File: src/rtl/axim_wr_master.sv
// ============================================================================
// Module   : axim_wr_master
// Purpose  : Command-FIFO-fed AXI4-Lite single-beat write master with
//            completion/error counters and a sticky error flag.
// Revision : 1.0 - initial release
// ============================================================================
`default_nettype none

module axim_wr_master #(
  parameter int ADDRESS_WIDTH = 32,
  parameter int DATA_WIDTH    = 32,
  parameter int FIFO_DEPTH    = 4
) (
  input  logic                     clk,
  input  logic                     rstn,
  input  logic                     cmd_valid,
  output logic                     cmd_ready,
  input  logic [ADDRESS_WIDTH-1:0] cmd_addr,
  input  logic [DATA_WIDTH-1:0]    cmd_data,
  output logic [ADDRESS_WIDTH-1:0] m_axi_awaddr,
  output logic                     m_axi_awvalid,
  input  logic                     m_axi_awready,
  output logic [DATA_WIDTH-1:0]    m_axi_wdata,
  output logic                     m_axi_wvalid,
  input  logic                     m_axi_wready,
  input  logic [1:0]               m_axi_bresp,
  input  logic                     m_axi_bvalid,
  output logic                     m_axi_bready,
  output logic                     busy,
  output logic [15:0]              wr_count,
  output logic [15:0]              err_count,
  output logic                     err_flag,
  input  logic                     err_clr
);

  localparam int PTR_W   = $clog2(FIFO_DEPTH);
  localparam int ENTRY_W = ADDRESS_WIDTH + DATA_WIDTH;

  typedef enum logic [1:0] {
    S_IDLE      = 2'd0,
    S_ADDR_DATA = 2'd1,
    S_RESP      = 2'd2
  } state_t;

  logic [ENTRY_W-1:0]       mem_q [FIFO_DEPTH];
  logic [PTR_W-1:0]         wr_ptr_q, wr_ptr_d;
  logic [PTR_W-1:0]         rd_ptr_q, rd_ptr_d;
  logic [PTR_W:0]           count_q, count_d;
  state_t                   state_q, state_d;
  logic [ADDRESS_WIDTH-1:0] awaddr_q, awaddr_d;
  logic [DATA_WIDTH-1:0]    wdata_q, wdata_d;
  logic                     awvalid_q, awvalid_d;
  logic                     wvalid_q, wvalid_d;
  logic                     bready_q, bready_d;
  logic [15:0]              wr_count_q, wr_count_d;
  logic [15:0]              err_count_q, err_count_d;
  logic                     err_flag_q, err_flag_d;

  logic                     push;
  logic                     pop;
  logic [ENTRY_W-1:0]       head;

  assign cmd_ready = (count_q != (PTR_W+1)'(FIFO_DEPTH));
  assign push      = cmd_valid && cmd_ready;
  assign pop       = (state_q == S_IDLE) && (count_q != '0);
  assign head      = mem_q[rd_ptr_q];

  always_comb begin
    wr_ptr_d    = push ? wr_ptr_q + PTR_W'(1) : wr_ptr_q;
    rd_ptr_d    = pop  ? rd_ptr_q + PTR_W'(1) : rd_ptr_q;
    count_d     = count_q;
    state_d     = state_q;
    awaddr_d    = awaddr_q;
    wdata_d     = wdata_q;
    awvalid_d   = awvalid_q;
    wvalid_d    = wvalid_q;
    bready_d    = bready_q;
    wr_count_d  = wr_count_q;
    err_count_d = err_count_q;
    err_flag_d  = err_flag_q;

    if (push && !pop)      count_d = count_q + (PTR_W+1)'(1);
    else if (pop && !push) count_d = count_q - (PTR_W+1)'(1);

    // Clear first so an error response in the same cycle overrides it.
    if (err_clr) err_flag_d = 1'b0;

    case (state_q)
      S_IDLE: begin
        if (pop) begin
          awaddr_d  = head[ENTRY_W-1:DATA_WIDTH];
          wdata_d   = head[DATA_WIDTH-1:0];
          awvalid_d = 1'b1;
          wvalid_d  = 1'b1;
          state_d   = S_ADDR_DATA;
        end
      end
      S_ADDR_DATA: begin
        if (awvalid_q && m_axi_awready) awvalid_d = 1'b0;
        if (wvalid_q && m_axi_wready)   wvalid_d  = 1'b0;
        if (!awvalid_d && !wvalid_d) begin
          bready_d = 1'b1;
          state_d  = S_RESP;
        end
      end
      S_RESP: begin
        if (m_axi_bvalid) begin
          bready_d   = 1'b0;
          wr_count_d = wr_count_q + 16'd1;
          if (m_axi_bresp[1]) begin
            if (err_count_q != 16'hFFFF) err_count_d = err_count_q + 16'd1;
            err_flag_d = 1'b1;
          end
          state_d = S_IDLE;
        end
      end
      default: state_d = S_IDLE;
    endcase
  end

  // Storage is not reset; validity is tracked entirely by the pointers.
  always_ff @(posedge clk) begin
    if (push) mem_q[wr_ptr_q] <= {cmd_addr, cmd_data};
  end

  always_ff @(posedge clk or negedge rstn) begin
    if (!rstn) begin
      wr_ptr_q    <= '0;
      rd_ptr_q    <= '0;
      count_q     <= '0;
      state_q     <= S_IDLE;
      awaddr_q    <= '0;
      wdata_q     <= '0;
      awvalid_q   <= 1'b0;
      wvalid_q    <= 1'b0;
      bready_q    <= 1'b0;
      wr_count_q  <= '0;
      err_count_q <= '0;
      err_flag_q  <= 1'b0;
    end else begin
      wr_ptr_q    <= wr_ptr_d;
      rd_ptr_q    <= rd_ptr_d;
      count_q     <= count_d;
      state_q     <= state_d;
      awaddr_q    <= awaddr_d;
      wdata_q     <= wdata_d;
      awvalid_q   <= awvalid_d;
      wvalid_q    <= wvalid_d;
      bready_q    <= bready_d;
      wr_count_q  <= wr_count_d;
      err_count_q <= err_count_d;
      err_flag_q  <= err_flag_d;
    end
  end

  assign m_axi_awaddr  = awaddr_q;
  assign m_axi_awvalid = awvalid_q;
  assign m_axi_wdata   = wdata_q;
  assign m_axi_wvalid  = wvalid_q;
  assign m_axi_bready  = bready_q;
  assign busy          = (state_q != S_IDLE) || (count_q != '0);
  assign wr_count      = wr_count_q;
  assign err_count     = err_count_q;
  assign err_flag      = err_flag_q;

endmodule

`default_nettype wire
File: config.mk
export PLATFORM = sky130hd
export DESIGN_NAME = axim_wr_master
export DESIGN_NICKNAME = d
export VERILOG_FILES = /design/src/rtl/axim_wr_master.sv
export SDC_FILE = /design/constraint.sdc
export NUM_CORES = 1
export LEC_CHECK = 0
export CAP_MARGIN = 40
export CORE_ASPECT_RATIO = 0.6
export CORE_MARGIN = 5
export CORE_UTILIZATION = 40
export CTS_BUF_LIST = sky130_fd_sc_hd__clkbuf_4
export DETAILED_ROUTE_END_ITERATION = 8
export PLACE_DENSITY_LB_ADDON = 0.15
export SYNTH_ARGS = -nofsm -noshare
export SYNTH_HDL_FRONTEND = slang
export SYNTH_SLANG_ARGS = --single-unit
File: constraint.sdc
create_clock -name clk -period 3.1 [get_ports clk]
set_clock_uncertainty 0.1 [all_clocks]
set_input_delay 0.93 -clock clk [delete_from_list [all_inputs] [get_ports clk]]
set_output_delay 0.93 -clock clk [all_outputs]
set_load 0.005 [all_outputs]
==> summary.md, run 1 <==
| Metric | Value |
|---|---|
| I/O pin count | `175` |
| Leak Pwr | `6.70 nW` |
| DRC violations left | `0` |
| Synth top area share | `0.558` |
| Reg clk slew, reported paths | `approximately 0.070 ns` |
| CTS tree | `built` |
| Worst Path Buf+Inv | `1` |
| CP endpoint kind | `output port` |
| Post-synth EDFFs | `about 260` |
| Wire per inst | `19.0 um` |
| Sink Count | `365` |
| FF-to-FF End | `count_q[1]$_DFFE_PN0P_` |
| 1st-pass router iterations | `4` |
| Worst VDD drop | `0.504 mV` |
| Root buffer cell | `clkbuf_4` |
| Global-route wire length before repair | `47.3 mm` |
| Worst Path Class, Setup | `flip-flop to output port` |
| #FFs+latches synth | `365` |
| HP Class | `input pin to async pin` |
| Fmax achieved | `about 0.34 GHz` |
| Tmin final | `2.92 ns` |
| Critical Path Fanout Max | `6` |
| Nets | `1,135` |
| Via count | `7,505` |
| Core Footprint | `between 30,000 and 40,000 um2` |
| Worst slew pin tran | `0.602 ns` |
| Final setup viols | `0` |
| Global placement routability congestion | `0.740` |
| H-Tree Depth | `3` |
| Vias in the first global route | `8,052` |
| Slowest CP cell | `clkdlybuf4s50_1` |
| Yosys warning total | `0` |
| Mapped Nets | `about 880` |
| Final hold viol count | `0` |
| Ratio of cells with drive above 1 in the final layout | `0.237` |
| Biggest cell delay along the critical path | `0.48 ns` |
| Most frequent cells after synthesis | `edfxtp_1 (256), nand2_1 (211), dfrtp_1 (109)` |
| DRT iter0 DRCs | `384` |
| Max-cap violation count | `0` |
| Fin crit share | `0.941` |
| CP delay by family, top | `buffers and inverters` |
| CP Depth | `3` |
| Worst reg2reg setup slack | `1.03 ns` |
| Total track usage | `0.159` |
| Std cell rows | `52` |
| Fin. max-slew vios | `0` |
| Max clock buf depth | `3` |
| RSZ-0062 raised after global routing | `no` |
| Post-DRT Antenna Nets | `0` |
| Clock latency on the worst-skew pair | `0.73 ns` |
| Setup TNS | `0 ns` |
| Syn avg cell area | `17.3 um2` |
| Netlist cell types | `39` |
| Largest net degree at the start of global routing | `44` |
| Reg2reg start | `count_q[0]$_DFFE_PN0P_` |
| Die width | `250 um` |
| Post-route insts no fill | `1,586` |
| Die Ht | `between 150 and 200 um` |
| Async SR Flop Fraction | `0.299` |
| Dpl cells | `1,421` |
| Most numerous cell in the Yosys netlist | `edfxtp_1` |
| Relative slew slack | `0.598` |
| CP cell instances | `nor2_1 -> nand2_2 -> clkdlybuf4s50_1` |
| Data required, critical path | `2.07 ns` |
| PwrDens | `approximately 920 nW/um2` |
| Initial antenna violation count | `2` |
| Reg2reg path depth | `7` |
| Port-buffer cells | `173` |
| Vias per cell | `about 4.7` |
| Final HPWL DP | `between 15 and 20 mm` |
| CTS buffer count | `88` |
| Critical path arrival | `1.89 ns` |
| Syn Inst Count | `795` |
| Die area | `~38,000 um2` |
| Area grow syn2layout | `27.5%` |
| Status | `finished, final reports clean` |
| CP startpoint kind | `flip-flop` |
| GR Overflow Total | `0` |
| Largest cells by area after synthesis | `edfxtp_1 (56%), dfrtp_1 (20%), mux4_2 (10%), nand2_1 (5.8%), xnor2_1 (1.4%)` |
| Largest area contributor in the netlist | `edfxtp_1` |
| Seq/Total Area, Yosys | `0.756` |
| Top FF cell, synth | `edfxtp_1` |
| Post-Syn Area | `13,800 um2` |
| Filler Cell Count | `2,857` |
| Post-Route WL | `30.1 mm` |
| Initial core utilization | `0.407` |
-- report_power, final --
group	total, mW	leakage (nW)	switching, mW	internal (mW)
clock	4.02	0.701	1.88	2.15
sequential	7.14	3.71	0.597	6.54
combinational	5.06	2.29	2.47	2.59
-- through the flow --
step                 util  hold WS, ns  power (mW)  instance area, um2  setup slack, ns
floorplan               -        0.364        9.96               13800           0.0864
detailed placement  0.483        0.361        12.4               16300            0.130
global route        0.519       0.0349        17.3               17600           0.0133
finish              0.519        0.104        16.2               17600            0.183
global placement    0.482        0.358        12.2               16300            0.187
CTS                 0.519       0.0244        16.6               17500           0.0193
-- worst max-delay path by stage --
stage / slack, ns / end / from
after detailed placement: 0.13 / count_q[2]$_DFFE_PN0P_ / cmd_valid
final: 0.18 / cmd_ready / count_q[0]$_DFFE_PN0P_
after floorplan: 0.09 / mem_q[3][0]$_DFFE_PP_ / cmd_valid
after CTS: 0.02 / cmd_ready / count_q[1]$_DFFE_PN0P_
after global placement: 0.19 / count_q[2]$_DFFE_PN0P_ / cmd_valid
after global routing: 0.01 / cmd_ready / count_q[1]$_DFFE_PN0P_
-- cell type report --
class | count | area [um2] | area share
well taps | 459 | 574 | 0.0327
diodes | 1 | 2.50 | 0.000143
repair buffers | 200 | 2150 | 0.122
multi-input cells | 391 | 3200 | 0.182
inverters | 8 | 30.0 | 0.00171
clock buffers | 141 | 1060 | 0.0603
flip-flops and latches | 365 | 10400 | 0.594
clock inverters | 21 | 115 | 0.00656
-- metal layers --
layer,wire [um],track usage,part of all wire
met5,13,0,0.00043
met4,476,0.0470,0.016
met3,1570,0.0512,0.052
met2,14000,0.238,0.46
met1,14100,0.226,0.47
-- cell families after synthesis --
| kind of cell | count (synthesis) | share of synthesized area |
|---|---|---|
| adder cells (fa/ha/maj) | 8 | 0.00781 |
| XOR/XNOR | 36 | 0.0229 |
| AND/OR/NAND/NOR | 268 | 0.0858 |
| AO/OA/AOI/OAI | 12 | 0.00591 |
| multiplexers | 67 | 0.107 |
| flip-flops | 365 | 0.756 |
| buffers and inverters | 39 | 0.0141 |
-- repair_timing --
action                                  CTS  global route
pin swaps                                 1             0
hold buffers                              0             0
buffers inserted                          2             0
resized for setup                         6             1
endpoints found under the setup margin    2             1
-- cells in the final DEF (no fill, tap or decap), types with 6 or more instances in the layout --
cell               n
edfxtp_1         256
clkdlybuf4s50_1  171
mux4_2            64
xor2_1            14
clkbuf_4         141
xnor2_1           22
clkinv_1          14
buf_4             12
dfrtp_1          104
nand2_1          210
nand4_1            6
ha_1               7
nand3_1            6
buf_12            14
inv_1              7
nor2_1            15
-- registers in the layout, indices dropped and copies added, names as in the netlist --
register	count
mem_q	256
m_axi_awaddr	32
m_axi_wdata	32
err_count	16
wr_count	16
count_q	3
rd_ptr_q	2
state_q	2
wr_ptr_q	2
err_flag	1
m_axi_awvalid	1
m_axi_bready	1
m_axi_wvalid	1
Note: power is estimated with default switching activity, not from simulation.
==> inputs of run 2 (changes only) <==
--- a/config.mk
+++ b/config.mk
@@ -7,7 +7,6 @@
 export LEC_CHECK = 0
 export CAP_MARGIN = 40
 export CORE_ASPECT_RATIO = 0.6
-export CORE_MARGIN = 5
 export CORE_UTILIZATION = 40
 export CTS_BUF_LIST = sky130_fd_sc_hd__clkbuf_4
 export DETAILED_ROUTE_END_ITERATION = 8
==> run 2 against run 1 <==
Against the previous run: sequential power up 0.7%; global-route usage up 1.4 points; design area down 0.51%; first-iteration DRC count up 39%; critical path depth down 2; via count about the same; count of clock-buffer cells in the layout down 9; cell count about the same; register-to-register slack worse by 0.03 ns; worst setup slack better by 0.11 ns; highest routed layer is now met4.
==> summary.md, run 2 (synthesis gave the netlist of run 1 again) <==
| Metric | Value |
|---|---|
| Global-route wire length before repair | `46.6 mm (-1.5%)` |
| Ratio of cells with drive above 1 in the final layout | `0.229 (-0.00847)` |
| Max clock buf depth | `3 (unchanged)` |
| Fin. max-slew vios | `0 (unchanged)` |
| Core Footprint | `33,800 um2 (-0.19%)` |
| Data required, critical path | `2.07 ns (about the same)` |
| Final hold viol count | `0 (unchanged)` |
| Worst Path Buf+Inv | `1 (unchanged)` |
| I/O pin count | `175 (unchanged)` |
| Critical path arrival | `1.78 ns (-0.11 ns)` |
| Top reg by flops | `mem_q` |
| Via count | `7,510 (+0.067%)` |
| Worst Setup Slack, final | `0.294 ns (+0.111 ns)` |
| Die width | `242 um (-3.2%)` |
| Worst Path Class, Setup | `flip-flop to output port` |
| Std cell rows | `52 (unchanged)` |
| Vias per cell | `4.74 (+0.13%)` |
| Reg clk slew, reported paths | `0.06 ns (about the same)` |
| HP Class | `flip-flop to flip-flop` |
| Critical Path Fanout Max | `7 (+1)` |
| Post-Place Worst Slack | `0.284 ns (+0.154 ns)` |
| CP Launch Point | `err_count[8]$_DFFE_PN0P_` |
| Hold path depth | `1` |
| Relative slew slack | `0.426 (-0.172)` |
| CP startpoint kind | `flip-flop` |
| Nets | `1,133 (-0.18%)` |
| Largest net degree at the start of global routing | `67 (+52%)` |
| PwrDens | `917 nW/um2 (-0.79%)` |
| Clock latency on the worst-skew pair | `0.74 ns (about the same)` |
| Final HPWL DP | `17.7 mm (-4.4%)` |
| Global placement routability congestion | `0.722 (-2.4%)` |
| Final Core Density | `0.517 (-0.00167)` |
| Reg2reg start | `count_q[0]$_DFFE_PN0P_` |
| Leak Pwr | `6.66 nW (-0.59%)` |
| DRC violations left | `0 (unchanged)` |
| Status | `finished, final reports clean` |
| CP cell instances | `clkdlybuf4s50_1` |
| Setup TNS | `0 ns (unchanged)` |
| CTS tree | `built` |
| Most common cell after layout, fill and taps aside | `edfxtp_1` |
| CTS buffer count | `86 (-2.3%)` |
| CP Depth | `1 (-2)` |
| Final setup viols | `0 (unchanged)` |
| Sink Count | `365 (unchanged)` |
| Fin crit share | `0.905 (-0.0357)` |
| Hold WS | `0.365 ns (+0.261 ns)` |
| Fmax achieved | `0.356 GHz (+3.9%)` |
| Post-DRT Antenna Nets | `0 (unchanged)` |
| GR Overflow Total | `0 (unchanged)` |
| Biggest cell delay along the critical path | `0.58 ns (+0.10 ns)` |
| Beginning of the worst hold path | `wr_count[15]$_DFFE_PN0P_` |
| Initial antenna violation count | `1 (-1)` |
| Total track usage | `0.173 (+0.0143)` |
| H-Tree Depth | `3 (unchanged)` |
| Max-cap violation count | `0 (unchanged)` |
| Wire per inst | `18.3 um (-3.6%)` |
| Die area | `35,200 um2 (-8.2%)` |
| Reg2reg path depth | `10 (+3)` |
| Port-buffer cells | `173 (unchanged)` |
| RSZ-0062 raised after global routing | `no` |
| DRT iter0 DRCs | `535 (+39%)` |
| Tmin final | `2.81 ns (-0.111 ns)` |
| Initial core utilization | `0.408 (+0.000784)` |
| 1st-pass router iterations | `4 (unchanged)` |
| Worst VDD drop | `0.443 mV (-12%)` |
| Filler Cell Count | `2,748 (-3.8%)` |
| Die Ht | `146 um (-5.2%)` |
| Commonest non-fill, non-tap cells in the layout | `edfxtp_1 (256), nand2_1 (211), clkdlybuf4s50_1 (170)` |
| Vias in the first global route | `7,924 (-1.6%)` |
| Largest register FFs | `256 (unchanged)` |
| Area grow syn2layout | `26.8%` |
| CP endpoint kind | `output port` |
| Worst slew pin tran | `0.861 ns (+0.259 ns)` |
| CP delay by family, top | `buffers and inverters` |
| Root buffer cell | `clkbuf_4` |
| Post-Route WL | `29.0 mm (-3.7%)` |
| Slowest CP cell | `clkdlybuf4s50_1` |
-- run 2: report_power, final --
part	switching, mW	internal [mW]	leakage [nW]
clock	1.89	2.03	0.679
combinational	2.38	2.53	2.27
sequential	0.648	6.54	3.71
total	4.91	11.1	6.66
-- run 2: layout make-up --
cell class / count / area, um2 / area share
diodes: 2 / 5.00 / 0.000287
clock buffers: 132 / 991 / 0.0567
clock inverters: 28 / 135 / 0.00774
inverters: 8 / 30.0 / 0.00172
multi-input cells: 391 / 3200 / 0.183
flip-flops and latches: 365 / 10400 / 0.597
well taps: 459 / 574 / 0.0329
repair buffers: 200 / 2100 / 0.120
-- run 2: final timing paths --
path,endpoint,slack [ns]
setup / recovery,err_count[8],0.29
hold / removal,wr_count[15]$_DFFE_PN0P_,0.37
setup reg to reg,count_q[2]$_DFFE_PN0P_,1.00
hold reg to reg,wr_count[15]$_DFFE_PN0P_,0.37
max in group asynchronous,m_axi_wdata[18]$_DFFE_PN0P_,1.69
min in group asynchronous,wr_count[10]$_DFFE_PN0P_,0.59
-- run 2: through the flow --
step           std cells  power, mW  area [um2]
2_1_floorplan        795       9.96       13800
3_3_place_gp        1416       12.2       16200
3_5_place_dp        1417       12.3       16300
4_1_cts             1579       16.3       17400
5_1_grt             1584       17.1       17500
6_report            1585       16.0       17500
-- run 2: worst register-to-register path, cell delays in order (launching register included) --
cell	delay, ns
dfrtp_2	0.44
nor3_4	0.23
buf_4	0.15
nor3_4	0.03
inv_2	0.06
ha_1	0.16
inv_1	0.06
fa_1	0.38
xor2_1	0.17
nor2_1	0.11
xor2_1	0.14
-- run 2: repair_timing --
item                       4_1_cts  5_1_grt
hold buffers                     1        0
setup endpoints to repair        1        2
gates resized for setup          5        3
pin swaps                        1        1
setup buffers                    1        4
hold endpoints to repair        27        0
cloned                           0        0
-- run 2: routing by layer --
metal  GRT usage  routed length, um  up-vias
li1            -                  -     3517
met2       0.240              12600      171
met4      0.0621                484        0
met3      0.0485               1410       44
met5           0                  0        -
met1       0.261              14500     3778
==> inputs of run 3 (changes only) <==
--- a/config.mk
+++ b/config.mk
@@ -7,7 +7,8 @@
 export LEC_CHECK = 0
 export CAP_MARGIN = 40
 export CORE_ASPECT_RATIO = 0.6
-export CORE_UTILIZATION = 40
+export CORE_MARGIN = 5
+export CORE_UTILIZATION = 42
 export CTS_BUF_LIST = sky130_fd_sc_hd__clkbuf_4
 export DETAILED_ROUTE_END_ITERATION = 8
 export PLACE_DENSITY_LB_ADDON = 0.15
==> run 3 against run 2 <==
Against the previous run: worst hold slack got worse by 0.28 ns; via count is 0.68% higher; sequential power is 0.8% higher; power up 3.0%; non-clock buffer count is 2 lower; cell count is 2.4% lower; critical path depth up 2; die area is 4.1% higher; critical endpoint is now cmd_ready; largest cell class unchanged; largest power group unchanged; highest routed layer is now met5.
==> summary.md, run 3 (synthesis gave the netlist of run 1 again) <==
| Metric | Value |
|---|---|
| Largest register FFs | `256 (unchanged)` |
| Nets | `1,130 (-0.26%)` |
| DRC violations left | `0 (unchanged)` |
| Most common cell after layout, fill and taps aside | `edfxtp_1` |
| Fin. max-slew vios | `0 (unchanged)` |
| Hold_buf cts | `0 (-1)` |
| Die Ht | `150 um (+3.1%)` |
| Area of the multi-input gates | `3200 um2 (about the same)` |
| Critical path arrival | `1.91 ns (+0.13 ns)` |
| DRT iter0 DRCs | `452 (-16%)` |
| CTS tree | `built` |
| Wire per inst | `19.3 um (+5.5%)` |
| CP startpoint kind | `flip-flop` |
| PwrDens | `940 nW/um2 (+2.5%)` |
| Port-buffer cells | `173 (unchanged)` |
| Final hold viol count | `0 (unchanged)` |
| Commonest non-fill, non-tap cells in the layout | `edfxtp_1 (256), nand2_1 (210), clkdlybuf4s50_1 (171)` |
| Tmin final | `2.94 ns (+0.131 ns)` |
| CP endpoint kind | `output port` |
| Fin crit share | `0.948 (+0.0424)` |
| Global placement routability congestion | `0.737 (+2.1%)` |
| Worst reg2reg setup slack | `1.01 ns (about the same)` |
| Global-route wire length before repair | `46.9 mm (+0.73%)` |
| Post-DRT Antenna Nets | `0 (unchanged)` |
| Reg clk slew, reported paths | `0.08 ns (+0.02 ns)` |
| Relative slew slack | `0.608 (+0.182)` |
| Final HPWL DP | `18.6 mm (+5.0%)` |
| Worst slew pin tran | `0.587 ns (-0.274 ns)` |
| Core Footprint | `32,400 um2 (-4.0%)` |
| FF-to-FF End | `m_axi_wdata[28]$_DFFE_PN0P_` |
| RSZ-0062 raised after global routing | `no` |
| Top reg by flops | `mem_q` |
| Setup TNS | `0 ns (unchanged)` |
| Status | `finished, final reports clean` |
| Post-Route WL | `29.8 mm (+2.9%)` |
| Critical Path Fanout Max | `6 (-1)` |
| CTS buffer count | `85 (-1.2%)` |
| Ratio of cells with drive above 1 in the final layout | `0.234 (+0.00576)` |
| Data required, critical path | `2.07 ns (about the same)` |
| Area grow syn2layout | `27.5%` |
| Initial core utilization | `0.425 (+0.0170)` |
| Total track usage | `0.167 (-0.00692)` |
| Sink Count | `365 (unchanged)` |
| Register Area | `10,400 um2 (about the same)` |
| Vias per cell | `4.89 (+3.2%)` |
| Worst VDD drop | `0.400 mV (-9.8%)` |
| Final setup viols | `0 (unchanged)` |
| HP Class | `input pin to async pin` |
| Clock latency on the worst-skew pair | `0.74 ns (about the same)` |
| Pwr Total | `16.5 mW (+3.0%)` |
| GR Overflow Total | `0 (unchanged)` |
| Post-route insts no fill | `1,547 (-2.4%)` |
| Dpl cells | `1,386 (-2.2%)` |
| Max-cap violation count | `0 (unchanged)` |
| Initial antenna violation count | `3 (+2)` |
| CP Launch Point | `count_q[0]$_DFFE_PN0P_` |
| Std cell rows | `51 (-1.9%)` |
| Vias in the first global route | `8,157 (+2.9%)` |
| Worst Path Class, Setup | `flip-flop to output port` |
| Max clock buf depth | `3 (unchanged)` |
| 1st-pass router iterations | `7 (+3)` |
| Reg2reg start | `rd_ptr_q[0]$_DFFE_PN0P_` |
| Leak Pwr | `6.72 nW (+0.93%)` |
| Reg2reg path depth | `4 (-6)` |
| Filler Cell Count | `2,668 (-2.9%)` |
| Die width | `244 um (+0.92%)` |
| Largest net degree at the start of global routing | `56 (-16%)` |
| Hold WS | `0.0884 ns (-0.277 ns)` |
| Root buffer cell | `clkbuf_4` |
| H-Tree Depth | `3 (unchanged)` |
| Fmax achieved | `0.340 GHz (-4.5%)` |
| Via count | `7,561 (+0.68%)` |
| Die area | `36,600 um2 (+4.1%)` |
| I/O pin count | `175 (unchanged)` |
-- run 3: changes by cell type in the layout (fill, tap and decap cells not counted), sizes merged, moves of 2 or more --
| cell | previous run | this run |
|---|---|---|
| clkbuf | 132 | 139 |
| dlymetal6s2s | 2 | 0 |
| bufinv | 1 | 5 |
| clkinv | 24 | 13 |
-- run 3: through the flow --
step	utilization	setup WS [ns]	area, um2
5_1_grt	0.542	0.0110	17600
2_1_floorplan	-	0.0864	13800
3_3_place_gp	0.501	0.305	16200
3_5_place_dp	0.502	0.287	16300
4_1_cts	0.541	0.00580	17600
6_report	0.542	0.163	17600
-- run 3: timing repair --
item / CTS / global route
setup endpoints to repair: 2 / 1
pin swaps: 1 / 0
setup buffers: 0 / 0
resized for setup: 5 / 1
-- run 3: worst max-delay path by stage --
stage | endpoint | slack [ns]
2_1_floorplan | mem_q[3][0]$_DFFE_PP_ | 0.09
3_3_place_gp | count_q[2]$_DFFE_PN0P_ | 0.31
3_5_place_dp | count_q[2]$_DFFE_PN0P_ | 0.29
4_1_cts | cmd_ready | 0.006
5_1_grt | cmd_ready | 0.01
6_report | cmd_ready | 0.16
-- run 3: worst max-delay path, cell delays in order, from the launching register on --
cell	delay (ns)
dfrtp_2	0.45
nor2_1	0.14
nand2_2	0.11
clkdlybuf4s50_1	0.48
-- run 3: area by class of cell --
type | instances | area share
timing repair buffer | 198 | 0.120
antenna | 1 | 0.000143
inverter | 8 | 0.00171
multi-input combinational | 391 | 0.182
sequential | 365 | 0.594
clock inverter | 21 | 0.0122
tap | 424 | 0.0302
clock buffer | 139 | 0.0594
-- run 3: routing by layer --
| metal | GRT usage | up-vias | routed length (um) |
|---|---|---|---|
| met5 | 0 | - | 27 |
| met4 | 0.0538 | 4 | 459 |
| met3 | 0.0497 | 47 | 1540 |
| met2 | 0.250 | 170 | 13800 |
| met1 | 0.237 | 3834 | 14100 |
| li1 | - | 3506 | - |
-- run 3: where the power goes --
| group | switching [mW] | internal (mW) |
|---|---|---|
| Sequential | 0.709 | 6.54 |
| Combinational | 2.36 | 2.55 |
| Clock | 1.89 | 2.45 |
| Total | 4.96 | 11.5 |
